### src/rtl/dmem_arbiter.sv
// Round-robin arbiter for the single SRAM data port shared by the scalar and vector LSUs.
// Port 1 may lock the port for a vector burst; the lock is force-released after MAX_LOCK cycles.
//
// state    | meaning
// UNLOCKED | normal round-robin; p1 may acquire the lock
// LOCKED   | p1 owns the port while p1_lock holds; p0 stalled
// BLOCKED  | lock force-released; round-robin, p1 may not relock until p0 is served or idle
module dmem_arbiter #(
  parameter int MAX_LOCK = 16,
  parameter int CNT_W    = 5
) (
  input  logic        clk,
  input  logic        reset,

  input  logic        p0_valid,
  output logic        p0_ready,
  input  logic [31:0] p0_addr,
  input  logic [31:0] p0_wdata,
  input  logic [3:0]  p0_wmask,
  input  logic        p0_write,
  output logic [31:0] p0_rdata,
  output logic        p0_resp_valid,

  input  logic        p1_valid,
  output logic        p1_ready,
  input  logic [31:0] p1_addr,
  input  logic [31:0] p1_wdata,
  input  logic [3:0]  p1_wmask,
  input  logic        p1_write,
  output logic [31:0] p1_rdata,
  output logic        p1_resp_valid,
  input  logic        p1_lock,

  output logic        m_valid,
  output logic [31:0] m_addr,
  output logic [31:0] m_wdata,
  output logic [3:0]  m_wmask,
  output logic        m_write,
  input  logic [31:0] m_rdata,
  input  logic        m_resp_valid
);

  typedef enum logic [1:0] {UNLOCKED, LOCKED, BLOCKED} lock_state_t;

  localparam logic [CNT_W-1:0] MAX_CNT = CNT_W'(MAX_LOCK);

  lock_state_t      state_q, state_d;
  logic [CNT_W-1:0] lock_cnt_q, lock_cnt_d;
  logic             last_grant_q, last_grant_d;
  logic             rd_pending_q, rd_pending_d;
  logic             rd_owner_q, rd_owner_d;

  logic lock_hold;
  logic grant0, grant1;
  logic hs0, hs1;

  // Lock only takes effect while p1_lock is still asserted, so dropping it frees p0 the same cycle.
  always_comb begin
    lock_hold = (state_q == LOCKED) && p1_lock;
    grant0    = 1'b0;
    grant1    = 1'b0;
    if (lock_hold) begin
      grant1 = 1'b1;
    end else if (p0_valid && p1_valid) begin
      grant0 = last_grant_q;
      grant1 = !last_grant_q;
    end else begin
      grant0 = p0_valid;
      grant1 = p1_valid;
    end
  end

  assign p0_ready = grant0 && p0_valid && !reset;
  assign p1_ready = grant1 && p1_valid && !reset;
  assign hs0      = p0_ready;
  assign hs1      = p1_ready;

  assign m_valid = hs0 || hs1;
  assign m_addr  = grant1 ? p1_addr  : p0_addr;
  assign m_wdata = grant1 ? p1_wdata : p0_wdata;
  assign m_wmask = grant1 ? p1_wmask : p0_wmask;
  assign m_write = grant1 ? p1_write : p0_write;

  assign p0_rdata      = m_rdata;
  assign p1_rdata      = m_rdata;
  assign p0_resp_valid = m_resp_valid && rd_pending_q && !rd_owner_q && !reset;
  assign p1_resp_valid = m_resp_valid && rd_pending_q &&  rd_owner_q && !reset;

  always_comb begin
    rd_pending_d = 1'b0;
    rd_owner_d   = rd_owner_q;
    if (hs0 && !p0_write) begin
      rd_pending_d = 1'b1;
      rd_owner_d   = 1'b0;
    end else if (hs1 && !p1_write) begin
      rd_pending_d = 1'b1;
      rd_owner_d   = 1'b1;
    end
  end

  always_comb begin
    state_d      = state_q;
    lock_cnt_d   = lock_cnt_q;
    last_grant_d = last_grant_q;
    if (hs0) begin
      last_grant_d = 1'b0;
    end else if (hs1) begin
      last_grant_d = 1'b1;
    end
    case (state_q)
      UNLOCKED: begin
        if (hs1 && p1_lock) begin
          state_d    = LOCKED;
          lock_cnt_d = CNT_W'(1);
        end
      end
      LOCKED: begin
        if (!p1_lock) begin
          state_d    = UNLOCKED;
          lock_cnt_d = '0;
        end else if (lock_cnt_q == MAX_CNT) begin
          state_d      = BLOCKED;
          lock_cnt_d   = '0;
          last_grant_d = 1'b1;
        end else begin
          lock_cnt_d = lock_cnt_q + CNT_W'(1);
        end
      end
      BLOCKED: begin
        if (hs0 || !p0_valid) begin
          state_d = UNLOCKED;
        end
      end
      default: begin
        state_d    = UNLOCKED;
        lock_cnt_d = '0;
      end
    endcase
  end

  always_ff @(posedge clk) begin
    if (reset) begin
      state_q      <= UNLOCKED;
      lock_cnt_q   <= '0;
      last_grant_q <= 1'b1;
      rd_pending_q <= 1'b0;
      rd_owner_q   <= 1'b0;
    end else begin
      state_q      <= state_d;
      lock_cnt_q   <= lock_cnt_d;
      last_grant_q <= last_grant_d;
      rd_pending_q <= rd_pending_d;
      rd_owner_q   <= rd_owner_d;
    end
  end

endmodule

### config.mk
export PLATFORM = sky130hd
export DESIGN_NAME = dmem_arbiter
export DESIGN_NICKNAME = d
export VERILOG_FILES = /design/src/rtl/dmem_arbiter.sv
export SDC_FILE = /design/constraint.sdc
export NUM_CORES = 1
export LEC_CHECK = 0
export ABC_CLOCK_PERIOD_IN_PS = 2400
export CAP_MARGIN = 20
export CORE_AREA = 2 2 122 124
export DETAILED_ROUTE_END_ITERATION = 10
export DIE_AREA = 0 0 124 126
export GPL_TIMING_DRIVEN = 0
export PLACE_DENSITY = 0.58
export SLEW_MARGIN = 15
export SYNTH_ARGS = -nofsm -noshare
export SYNTH_HDL_FRONTEND = slang
export SYNTH_SLANG_ARGS = --single-unit
### constraint.sdc
create_clock -name clk -period 2.4 [get_ports clk]
set_input_delay 0.48 -clock clk [delete_from_list [all_inputs] [get_ports clk]]
set_output_delay 0.48 -clock clk [all_outputs]
set_load 0.05 [all_outputs]
# Yosys cells after proc, flatten, opt, wreduce, memory -nomap -nowiden
# Index checks and enable logic that the tools add are counted.
# W data, S select, Z words.
# totals
register_bits,10
latch_bits,0
ram_bits,0
rom_bits,0
input_bits,176
output_inout_bits,138
elab_cells,63
mem_count,0
# classes
n_addsub,1
mul,0
div,0
magnitude_cmp,0
eq_ne,6
n_shift,0
mux,24
bitwise_logic,1
n_reduce_logical,26
# op_table
operator,count
$mux W32,2
$mux W5,3
$pmux W5 S3,1
$logic_and A1 B1 Y1,14
$mux W1,12
$mux W2,4
$logic_not A1 Y1,6
$pmux W2 S3,1
$add A5 B1 Y5 const B,1
$eq A5 B5 Y1 const B,1
$mux W4,1
$ne A2 B2 Y1 const B,2
$ne A3 B2 Y1 const B,1
$reduce_and A3 Y1,1
$eq A2 B1 Y1 const B,1
$eq A2 B2 Y1 const B,1
$logic_not A2 Y1,1
$logic_or A1 B1 Y1,2
$reduce_and A2 Y1,1
$reduce_or A2 Y1,1
$not A1 Y1,1

# Depth between registers and ports, before layout
# Gate-level depths: netlist (run 1).
# depth
depth_word,10
mapped_depth,5
ltp_nobuf,5

# Worst setup path before layout (run 1)
# OpenSTA, ideal clock, no wires.
# synth_path
path_kind,input-to-output
from,input port p1_lock
to,output port m_valid
arrival_ps,2150
path_slack_ps,-230
cell_stages,5
path_buffers,2
cell_sequence,and3b_1 buf_2 a21oi_4 buf_4 o21ai_0
# synth_via
elab_chain_len,5
word_cells_on_any_way,8
# synth_rtl
element,line,rtl
from (decl),32,"input logic p1_lock,"
$logic_and A1 B1 Y1 (*),59,lock_hold = (state_q == LOCKED) && p1_lock;
$mux W1,62,if (lock_hold) begin
$logic_and A1 B1 Y1 (on tied branches) (2 in a row),"73, 74",
$logic_or A1 B1 Y1 (*),78,assign m_valid = hs0 || hs1;
to (decl),34,"output logic m_valid,"
# Every way passes the cells marked *; elsewhere a longest branch is shown, timed or not.

# Worst setup path after layout (run 1)
# layout_path
from,register state_q[0]
to,output port m_wdata[18]
# layout_via
elab_chain_len,4
# layout_rtl
element,line,rtl
from (decl),47,"lock_state_t state_q, state_d;"
from (signal assigned),149,state_q <= state_d;
$eq A2 B1 Y1,59,
$logic_and A1 B1 Y1,59,
$mux W1,62,
$mux W32,80,assign m_wdata = grant1 ? p1_wdata : p0_wdata;
to (decl),36,"output logic [31:0] m_wdata,"
# No other way between the ends.

==> results.txt, run 1 <==
The number of I/O pins came out at 314. TritonCTS built the clock tree. The total congestion overflow is 0.

The wire length of the first global-routing pass came out at 16.9 mm. The final critical delay including setup and external delays came out at 2.38 ns. The final hold violation count is 0. After floorplanning, the core was divided into 44 placement rows. The count of fill cells added during filler insertion came out at 1415. Counting flops with a built-in enable in the synthesized netlist gives 0. The fraction of final layout cells sized beyond drive strength 1 is 0.480.

After routing the design area is 5590 um^2. The data arrival at the endpoint of the critical path is 1.90 ns. The worst hold-check path type is reg2reg.

The number of buffers on the longest clock path came out at 2. The largest net degree at the start of global routing came out at 11. The setup check on the worst reg-to-reg path leaves a slack of 0.94 ns. The post-layout net count is 683.

The fraction of the yosys area taken by sequential cells is 0.105. The number of failing setup endpoints in the final timing report came out at 0. The async set-or-reset flop fraction in the synthesized netlist came out at 0. The full die area came out at 15600 um^2.

The origin of the critical flop-to-flop path is state_q[0]. The number of H-tree levels came out at 1. The count of buffers inserted at the top-level ports came out at 281.

Of the available clock period, the critical path in the final layout requires 0.990. The net count after synthesis came out at 386. The post-route clock skew is 0.000365 ns. The die height came out at 126 um.

IR analysis of the VDD net gives a maximum drop of 0.000277 V. Based on the critical path, the design can be clocked at up to 421 MHz. Setup repair after global routing could not meet its margin everywhere. The critical path ends at m_wdata[18]. Yosys mapped the design onto 37 distinct sky130hd cell types. Setup total negative slack on the finished layout was measured at 0 ns. The detailed router placed 2640 vias in this run. The worst setup slack before clock tree synthesis came out at -1.13 ns.

The worst-skew pair later-pin latency is 0.24 ns. Along the worst path, the maximum fanout reaches 6. The number of cell instances on the worst register-to-register path came out at 4.

The worst hold-check slack is 0.502 ns. The clock-pin slew of the registers on the worst-case setup and hold paths came out at 0.04 ns. The mean instance size in the synthesized netlist is 9.19 um^2. Setup slack closes at 0.0242 ns. The placer's final routability congestion estimate is 0.802. The number of maximum-capacitance violations is 0.

The max-slew violation total from the final report came out at 0. After legalization and detailed placement, the total HPWL measured 9.84 mm. The final cell utilization of the core is 0.391. After detailed routing, the number of vias per cell comes to 3.84. The remaining antenna violation count came out at 0. In this run the tightest slew margin relative to its limit is 0.618. The master cell of the clock root buffer is sky130_fd_sc_hd__clkbuf_16.

The length of the first detailed-routing pass in iterations came out at 4. The area inside the core boundary came out at 14300 um^2. The cell area after synthesis is 1910 um^2.

The capture instance of the worst register-to-register path is rd_owner_q. The first-iteration detailed-routing DRC count came out at 44. STA classifies the critical path startpoint as a flip-flop. STA classifies the critical path endpoint as an output pin. The via count of the first global-routing pass came to 2847. From left edge to right edge, the die measures 124 um. In this run the power density over the cells is 387 nW/um^2.

The number of antenna violations at the first check in global routing is 0. The flip-flop and latch count after synthesis came out at 10. The total track usage is 0.143. The cell area after placement came out at 4960 um^2. The origin of the worst setup path is state_q[0]. The most used flip-flop cell after synthesis is sky130_fd_sc_hd__dfxtp_1. By startpoint and endpoint, the worst setup path is classified as reg2out. At the worst endpoint, the required time is 1.92 ns.

The number of antenna repair diodes came out at 0. The slew at the pin with the worst max-slew slack is 0.565 ns. The number of clock buffers inserted by TritonCTS is 3. The run finished with clean final reports. For this design the static power due to leakage is 2.49 nW. The initial core utilization came out at 0.134. In the routed design, unresolved DRC markers number 0. The total number of clock tree sinks is 10. The count of mapped cells out of synthesis is 208. The number of synthesis warnings came out at 0. From synthesis to final layout, the design area changed by 193%.

The routed design has 11.8 mm of wire. The routed wirelength normalized by instance count came out at 17.2 um.
==> routing by layer <==
| metal | GRT usage | up-vias | routed length (um) |
|---|---|---|---|
| li1 | - | 1276 | - |
| met1 | 0.160 | 1229 | 4320 |
| met2 | 0.261 | 125 | 6220 |
| met3 | 0.0566 | 10 | 1090 |
| met4 | 0.0205 | 0 | 176 |
| met5 | 0 | - | 0 |
==> power breakdown <==
group	internal [mW]	total, mW	switching (mW)
registers	0.169	0.172	0.00310
clock network	0.251	0.336	0.0846
logic	0.795	1.66	0.860
==> worst min path at each step <==
| stage | startpoint | endpoint | slack [ns] | cells past startpoint |
|---|---|---|---|---|
| detailed placement | rd_owner_q | rd_owner_q | 0.49 | 2 |
| global route | rd_owner_q | rd_owner_q | 0.53 | 2 |
| floorplan | rd_owner_q | rd_owner_q | 0.47 | 2 |
| CTS | rd_owner_q | rd_owner_q | 0.50 | 2 |
| finish | rd_owner_q | rd_owner_q | 0.50 | 2 |
| global placement | rd_owner_q | rd_owner_q | 0.49 | 2 |
==> synth_stat cells (all sizes together) (2+ instances only) <==
master	instances	area [um^2]
inv	9	33.8
nor4bb	2	20.0
a211o	3	26.3
a21oi	4	31.3
mux2	68	766
ha	2	25.0
nand4bb	2	22.5
dfxtp	10	200
buf	72	553
a211oi	2	15.0
o2111ai	2	17.5
nand3	4	20.0
nand2	6	22.5
nor3	3	15.0
o21ai	3	15.0
==> cell type report <==
cell class / instances / area [um^2] / area share
multi-input cells: 116 / 1270 / 0.228
flip-flops and latches: 10 / 208 / 0.0371
inverters: 9 / 33.8 / 0.00604
repair buffers: 295 / 3190 / 0.571
well taps: 184 / 230 / 0.0412
plain buffers: 70 / 566 / 0.101
clock buffers: 4 / 88.8 / 0.0159
==> logic make-up after synthesis <==
group / count (synthesis) / share of synthesized area
mux: 69 / 0.406
fa+ha+maj: 2 / 0.0131
buf+inv: 82 / 0.309
flops: 10 / 0.105
compound gates: 19 / 0.0766
simple gates: 26 / 0.0910
==> metrics by stage <==
stage / total power [mW] / instances
3_3_place_gp: 1.64 / 673
5_1_grt: 2.25 / 688
4_1_cts: 2.11 / 687
2_1_floorplan: 1.05 / 208
3_5_place_dp: 1.63 / 673
6_report: 2.16 / 688
==> registers in the layout, summed over array words and instances (netlist names) <==
register      count
last_grant_q      1
state_q           2
rd_pending_q      1
lock_cnt_q        5
rd_owner_q        1
==> critical path, cell delays in order, from the launching register on <==
cell and delay [ns]:
sky130_fd_sc_hd__dfxtp_4 0.35, sky130_fd_sc_hd__and3b_2 0.25, sky130_fd_sc_hd__a21oi_4 0.17, sky130_fd_sc_hd__buf_12 0.14, sky130_fd_sc_hd__buf_12 0.12, sky130_fd_sc_hd__clkbuf_16 0.15, sky130_fd_sc_hd__mux2_4 0.31, sky130_fd_sc_hd__buf_8 0.15
==> layout by cell type (no fill, tap or decap), types with 5 or more instances in the layout <==
master,count
sky130_fd_sc_hd__dfxtp_1,8
sky130_fd_sc_hd__buf_8,39
sky130_fd_sc_hd__mux2_4,38
sky130_fd_sc_hd__inv_1,8
sky130_fd_sc_hd__buf_4,77
sky130_fd_sc_hd__nand2_1,5
sky130_fd_sc_hd__clkbuf_16,5
sky130_fd_sc_hd__buf_6,29
sky130_fd_sc_hd__mux2_2,29
sky130_fd_sc_hd__clkdlybuf4s50_1,203
==> timing repair <==
| action | CTS | global route |
|---|---|---|
| endpoints found under the hold margin | 0 | 0 |
| endpoints found under the setup margin | 74 | 70 |
| buffers inserted | 9 | 2 |
| pin swaps | 2 | 2 |
| resized for setup | 555 | 56 |
| hold buffers | 0 | 0 |
| gates cloned | 2 | 2 |
Note: power is estimated with default switching activity, not from simulation.
==> inputs of run 2 (changes only) <==
--- a/config.mk
+++ b/config.mk
@@ -7,11 +7,12 @@
 export LEC_CHECK = 0
 export ABC_CLOCK_PERIOD_IN_PS = 2400
 export CAP_MARGIN = 20
-export CORE_AREA = 2 2 122 124
+export CORE_AREA = 2 2 123 125
 export DETAILED_ROUTE_END_ITERATION = 10
-export DIE_AREA = 0 0 124 126
+export DIE_AREA = 0 0 125 127
+export DONT_BUFFER_PORTS = 1
 export GPL_TIMING_DRIVEN = 0
-export PLACE_DENSITY = 0.58
+export PLACE_DENSITY = 0.3
 export SLEW_MARGIN = 15
 export SYNTH_ARGS = -nofsm -noshare
 export SYNTH_HDL_FRONTEND = slang
==> run 2 against run 1 <==
Clock-buffer cell count did not move; sequential share of layout area up 4.5 points; register-to-register slack worse by 0.40 ns; routed wire length shrank 25%; power decreased by 30%; sequential cell count is the same; critical path type unchanged; largest cell class is now multi-input gates.
==> results.txt, run 2 (synthesis gave the netlist of run 1 again) <==
Result of the run: completed (unchanged). The clock-pin slew of the registers on the worst-case setup and hold paths came to 0.04 ns (about the same). The final critical delay including setup and external delays was 2.30 ns (was 2.38 ns).

The worst-skew pair later-pin latency is 0.24 ns (about the same). The die height came out at 127 um (was 126 um). The worst setup slack before clock tree synthesis came out at -0.410 ns (was -1.13 ns).

The remaining antenna violation count came out at 0 (unchanged). The post-layout worst setup margin is 0.0970 ns (was 0.0242 ns). The total congestion overflow came out at 0 (unchanged).

The maximum clock frequency is 434 MHz (was 421 MHz). The placer's final routability congestion estimate was 0.971 (was 0.802). The clock tree from TritonCTS was yes (unchanged). The master cell of the clock root buffer is sky130_fd_sc_hd__clkbuf_16 (unchanged). The power density over the cells came to 607 nW/um^2 (was 387 nW/um^2).

The number of antenna violations at the first check in global routing came out at 2 (was 0). The total track usage is 0.0961 (was 0.143). The remaining design rule violation count came out at 0 (unchanged). The count of hold-fix buffers inserted at cts is 0 (unchanged).

The slew at the pin with the worst max-slew slack came out at 0.856 ns (was 0.565 ns). The share of the clock period used by the worst path after layout is 0.960 (was 0.990). The leakage power of the design is 1.10 nW (was 2.49 nW). The via count of the first global-routing pass was 1458 (was 2847). The first-iteration detailed-routing DRC count came out at 40 (was 44). The number of H-tree levels is 1 (unchanged).

The number of antenna repair diodes came to 0 (unchanged). The count of buffers inserted at the top-level ports is 0 (was 281). The placed wire-length estimate is 7.71 mm (was 9.84 mm). The initial core utilization is 0.133 (was 0.134). Unrepaired setup endpoints after global routing: no (was yes).

The post-route clock skew is 0.00195 ns (was 0.000365 ns). The full die area is 15900 um^2 (was 15600 um^2). The classification of the worst setup path is reg2out (unchanged).

The total wire length is 8.86 mm (was 11.8 mm). The number of clock buffers inserted by TritonCTS came out at 3 (unchanged). The data arrival at the endpoint of the critical path came out at 1.82 ns (was 1.90 ns).

The number of I/O pins is 314 (unchanged). The remaining max-slew budget at the tightest pin is 0.426 (was 0.618). Commonest cells after routing, fill and taps aside: 66 x sky130_fd_sc_hd__buf_4, 37 x sky130_fd_sc_hd__mux2_2, 31 x sky130_fd_sc_hd__mux2_4 (was 203 x sky130_fd_sc_hd__clkdlybuf4s50_1, 77 x sky130_fd_sc_hd__buf_4, 39 x sky130_fd_sc_hd__buf_8). The setup slack on the worst flop-to-flop path is 0.54 ns (was 0.94 ns).

The number of maximum-capacitance violations is 0 (unchanged). The kind of end point of the critical path is an output pin (unchanged). The commonest non-fill, non-tap cell in the layout was sky130_fd_sc_hd__buf_4 (was sky130_fd_sc_hd__clkdlybuf4s50_1).

The flip-flop count of the largest register after layout came to 5 (unchanged). The final hold violation count came to 0 (unchanged). The startpoint type of the worst setup path is a flip-flop (unchanged). The cell area after layout was 2490 um^2 (was 5590 um^2).

The number of failing setup endpoints in the final timing report came out at 0 (unchanged). The register ranked first by flip-flop count is lock_cnt_q (unchanged). The area inside the core boundary is 14400 um^2 (was 14300 um^2). The worst hold-check path type was in2reg (was reg2reg).

The wire length of the first global-routing pass came out at 11.0 mm (was 16.9 mm). The setup TNS came out at 0 ns (unchanged). The post-layout net count is 395 (was 683). The vias per cell came out at 4.01 (was 3.84). The width of the die is 125 um (was 124 um).

The fraction of final layout cells sized beyond drive strength 1 came out at 0.745 (was 0.480). Biggest registers after layout: lock_cnt_q (5), state_q (2) (unchanged). The length of the first detailed-routing pass in iterations is 4 (unchanged). The data required time of the worst path came out at 1.92 ns (about the same). The largest net degree at the start of global routing came out at 11 (unchanged). The max-slew violation total from the final report is 0 (unchanged). The number of cell rows is 44 (unchanged). The cell area after placement is 2160 um^2 (was 4960 um^2). The total number of clock tree sinks came out at 10 (unchanged). The worst vdd rail ir drop came out at 0.000265 V (was 0.000277 V). The maximum fanout encountered on the critical timing path came to 10 (was 6). The total via count after detailed routing is 1605 (was 2640). The number of buffers on the longest clock path came out at 2 (unchanged). The area overhead of the layout relative to synthesis was 30.3% (was 193%). The routed wirelength normalized by instance count is 22.2 um (was 17.2 um).
run 2: cell type report:
type                            instances  area (um^2)
Fill cell                            1635        11900
Multi-Input combinational cell        116         1280
Buffer                                 72          576
Tap cell                              184          230
Sequential cell                        10          205
Clock buffer                            4         88.8
Timing Repair Buffer                    5         80.1
Inverter                                9         33.8
run 2: path summary, 6_finish.rpt:
check,cells after the start,from,endpoint
setup / recovery,6,state_q[1],m_addr[10]
hold reg to reg,1,state_q[0],lock_cnt_q[0]
setup reg to reg,5,state_q[1],rd_owner_q
hold / removal,1,p0_write,rd_pending_q
run 2: routing by layer:
metal / global-route usage / part of all wire / vias to the layer above
met3: 0.0356 / 0.094 / 8
met5: 0 / 0.0039 / -
met4: 0.0196 / 0.0071 / 4
li1: - / - / 697
met1: 0.124 / 0.41 / 766
met2: 0.155 / 0.49 / 130
run 2: worst max-delay path: stages (launching register included):
cell and delay [ns]:
sky130_fd_sc_hd__dfxtp_4 0.36, sky130_fd_sc_hd__and3b_2 0.24, sky130_fd_sc_hd__a21oi_4 0.16, sky130_fd_sc_hd__buf_12 0.15, sky130_fd_sc_hd__buf_12 0.10, sky130_fd_sc_hd__buf_8 0.15, sky130_fd_sc_hd__mux2_4 0.40
run 2: what timing repair did:
item | CTS | global route
gates cloned | 0 | 1
hold endpoints to repair | 0 | 0
setup buffers | 3 | 1
endpoints found under the setup margin | 71 | 68
gates resized for setup | 28 | 23
run 2: power breakdown:
| group | leakage (nW) | internal, mW | total, mW | switching, mW |
|---|---|---|---|---|
| clock | 0.0442 | 0.251 | 0.335 | 0.0843 |
| combinational | 0.975 | 0.266 | 1.00 | 0.737 |
| sequential | 0.0825 | 0.170 | 0.173 | 0.00342 |
run 2: through the flow:
| stage | instances | util | hold slack (ns) | power (mW) |
|---|---|---|---|---|
| 6_report | 400 | 0.173 | 0.336 | 1.51 |
| 3_3_place_gp | 392 | 0.149 | 0.501 | 1.11 |
| 4_1_cts | 399 | 0.165 | 0.331 | 1.49 |
| 3_5_place_dp | 392 | 0.149 | 0.523 | 1.11 |
| 5_1_grt | 400 | 0.173 | 0.326 | 1.56 |
| 2_1_floorplan | 208 | - | 0.469 | 1.05 |
==> inputs of run 3 (changes only) <==
--- a/config.mk
+++ b/config.mk
@@ -7,9 +7,9 @@
 export LEC_CHECK = 0
 export ABC_CLOCK_PERIOD_IN_PS = 2400
 export CAP_MARGIN = 20
-export CORE_AREA = 2 2 123 125
+export CORE_AREA = 2 2 122 124
 export DETAILED_ROUTE_END_ITERATION = 10
-export DIE_AREA = 0 0 125 127
+export DIE_AREA = 0 0 124 126
 export DONT_BUFFER_PORTS = 1
 export GPL_TIMING_DRIVEN = 0
 export PLACE_DENSITY = 0.3
==> run 3 against run 2 <==
Via count fell by 2.1%; core utilization rose by 0.81 points; register-to-register slack improved by 0.05 ns; global-route usage fell by 0.28 points; clock power fell by 12%; clock-buffer cell count fell by 1; critical path type unchanged; routed wire length fell by 7.1%.
==> results.txt, run 3 (synthesis gave the netlist of run 1 again) <==
The count of fill cells added during filler insertion came out at 1607 (was 1635). The share of the clock period used by the worst path after layout came out at 0.974 (was 0.960). The remaining antenna violation count is 0 (unchanged). The final hold violation count came out at 0 (unchanged). The worst hold-check slack came to 0.336 ns (about the same). Commonest cells after routing, fill and taps aside: 67 x sky130_fd_sc_hd__mux2_4, 65 x sky130_fd_sc_hd__buf_4, 8 x sky130_fd_sc_hd__inv_1, 8 x sky130_fd_sc_hd__dfxtp_1, 6 x sky130_fd_sc_hd__nand2_1 (was 66 x sky130_fd_sc_hd__buf_4, 37 x sky130_fd_sc_hd__mux2_2, 31 x sky130_fd_sc_hd__mux2_4). The kind of cell adding the most delay to the critical path was buffers and inverters (unchanged). The total congestion overflow is 0 (unchanged). The leakage power of the design was 1.26 nW (was 1.10 nW). The capture instance of the worst register-to-register path is rd_owner_q (unchanged). Unrepaired setup endpoints after global routing: yes (was no). The data arrival at the endpoint of the critical path came out at 1.86 ns (was 1.82 ns). The area overhead of the layout relative to synthesis came out at 35.4% (was 30.3%). The clock tree from TritonCTS is yes (unchanged). The total via count after detailed routing was 1572 (was 1605). The overall power of the completed layout was 1.51 mW (about the same). The footprint of the multi-input gates is 1410 um^2 (was 1280 um^2).

The post-layout net count came to 394 (was 395). The flip-flop count of the largest register after layout came out at 5 (unchanged). The via count of the first global-routing pass came to 1520 (was 1458). The kind of end point of the critical path is an output pin (unchanged). The post-route clock skew is 0.00338 ns (was 0.00195 ns). The total wire length came out at 8.23 mm (was 8.86 mm). The cell area after placement is 2160 um^2 (unchanged). The cell area after layout came out at 2590 um^2 (was 2490 um^2). The vias per cell is 3.95 (was 4.01). The placer's final routability congestion estimate came to 0.903 (was 0.971). The number of maximum-capacitance violations is 0 (unchanged). The power density over the cells came to 583 nW/um^2 (was 607 nW/um^2). The last element of the critical path is m_addr[7] (was m_addr[10]).

The wire length of the first global-routing pass is 10.4 mm (was 11.0 mm). The register ranked first by flip-flop count is lock_cnt_q (unchanged). The buffer and inverter count on the worst path was 3 (unchanged). The delay contributed by the slowest stage of the critical path came to 0.41 ns (was 0.40 ns). The worst vdd rail ir drop was 0.000245 V (was 0.000265 V). The number of cell rows is 44 (unchanged).

The maximum fanout encountered on the critical timing path came out at 10 (unchanged). The final critical delay including setup and external delays came out at 2.34 ns (was 2.30 ns). The worst hold-check path type is in2reg (unchanged). The worst-skew pair later-pin latency came out at 0.24 ns (about the same). The area inside the core boundary is 14300 um^2 (was 14400 um^2). The first-iteration detailed-routing DRC count was 26 (was 40). The number of clock buffers inserted by TritonCTS came out at 3 (unchanged). The number of H-tree levels is 1 (unchanged). The max-slew violation total from the final report is 0 (unchanged).

The width of the die is 124 um (was 125 um). The setup slack on the worst flop-to-flop path is 0.59 ns (was 0.54 ns). The number of antenna violations at the first check in global routing is 0 (was 2). The origin of the worst setup path is state_q[1] (unchanged).

The commonest non-fill, non-tap cell in the layout was sky130_fd_sc_hd__mux2_4 (was sky130_fd_sc_hd__buf_4). The number of failing setup endpoints in the final timing report is 0 (unchanged). The fraction of final layout cells sized beyond drive strength 1 came to 0.734 (was 0.745).

The full die area came out at 15600 um^2 (was 15900 um^2). The maximum clock frequency is 428 MHz (was 434 MHz). The slew at the pin with the worst max-slew slack is 0.833 ns (was 0.856 ns). The final cell utilization of the core is 0.181 (was 0.173). Result of the run: completed (unchanged).

The number of gates on the worst path with buffers counted came out at 6 (unchanged). The critical path's slowest cell was sky130_fd_sc_hd__mux2_4 (unchanged). The total number of clock tree sinks came out at 10 (unchanged). The initial core utilization is 0.134 (was 0.133). The master cell of the clock root buffer is sky130_fd_sc_hd__clkbuf_16 (unchanged). Cell Chain, Critical Path: and3b_1, buf_2, a21oi_4, buf_12, buf_6, mux2_4 (was and3b_2, a21oi_4, buf_12, buf_12, buf_8, mux2_4).

The origin of the critical flop-to-flop path was state_q[1] (unchanged). The number of buffers on the longest clock path came out at 2 (unchanged). Biggest registers after layout: lock_cnt_q (5), state_q (2) (unchanged). The clock-pin slew of the registers on the worst-case setup and hold paths is 0.04 ns (about the same). The remaining design rule violation count came to 0 (unchanged). The startpoint type of the worst setup path was a flip-flop (unchanged). The register area came out at 203 um^2 (was 205 um^2).

The number of cell instances on the worst register-to-register path came out at 5 (unchanged). The total track usage is 0.0933 (was 0.0961). The die height came out at 126 um (was 127 um). The remaining max-slew budget at the tightest pin was 0.442 (was 0.426). The data required time of the worst path came out at 1.92 ns (about the same). The number of antenna repair diodes is 0 (unchanged).

The largest net degree at the start of global routing came out at 11 (unchanged). The number of I/O pins was 314 (unchanged). The classification of the worst setup path is reg2out (unchanged). The number of cells in the finished layout apart from fillers came out at 398 (was 400). The count of buffers inserted at the top-level ports was 0 (unchanged). The placed wire-length estimate is 7.04 mm (was 7.71 mm). The length of the first detailed-routing pass in iterations came out at 4 (unchanged). The routed wirelength normalized by instance count is 20.7 um (was 22.2 um).

The instance count after placement with tap cells included is 392 (unchanged).
## run 3: how the worst min path moves through the flow
stage                     cells past startpoint           from       endpoint
after floorplan                               2     rd_owner_q     rd_owner_q
after global placement                        2     rd_owner_q     rd_owner_q
after detailed placement                      1  lock_cnt_q[1]  lock_cnt_q[1]
after CTS                                     1       p0_write   rd_pending_q
after global routing                          1       p0_write   rd_pending_q
final                                         1       p0_write   rd_pending_q
## run 3: metal layers
metal  global-route usage  routed length, um
met5                    0                  0
met3               0.0389                945
met1                0.108               3020
met4               0.0159                 49
met2                0.162               4220
## run 3: cell type report
type	instances	area share
buffer	73	0.224
sequential	10	0.0783
timing repair buffer	3	0.0203
clock buffer	3	0.0290
tap	184	0.0889
inverter	9	0.0130
multi-input combinational	116	0.546
## run 3: metrics by stage
stage / setup TNS (ns) / worst slack, ns
floorplan: 0 / 0.0538
global placement: -1.59 / -0.252
detailed placement: -1.80 / -0.260
CTS: -0.0601 / -0.0356
global route: -0.241 / -0.0171
finish: 0 / 0.0613
## run 3: power by group
group | leakage [nW] | switching, mW | total [mW] | internal (mW)
Sequential | 0.0822 | 0.00349 | 0.175 | 0.171
Combinational | 1.14 | 0.740 | 1.04 | 0.299
Clock | 0.0370 | 0.0784 | 0.294 | 0.216
## run 3: what timing repair did
action / 4_1_cts / 5_1_grt
setup buffers: 2 / 0
cloned: 0 / 1
hold buffers: 0 / 0
setup endpoints to repair: 71 / 69
gates resized for setup: 53 / 32
pin swaps: 0 / 0
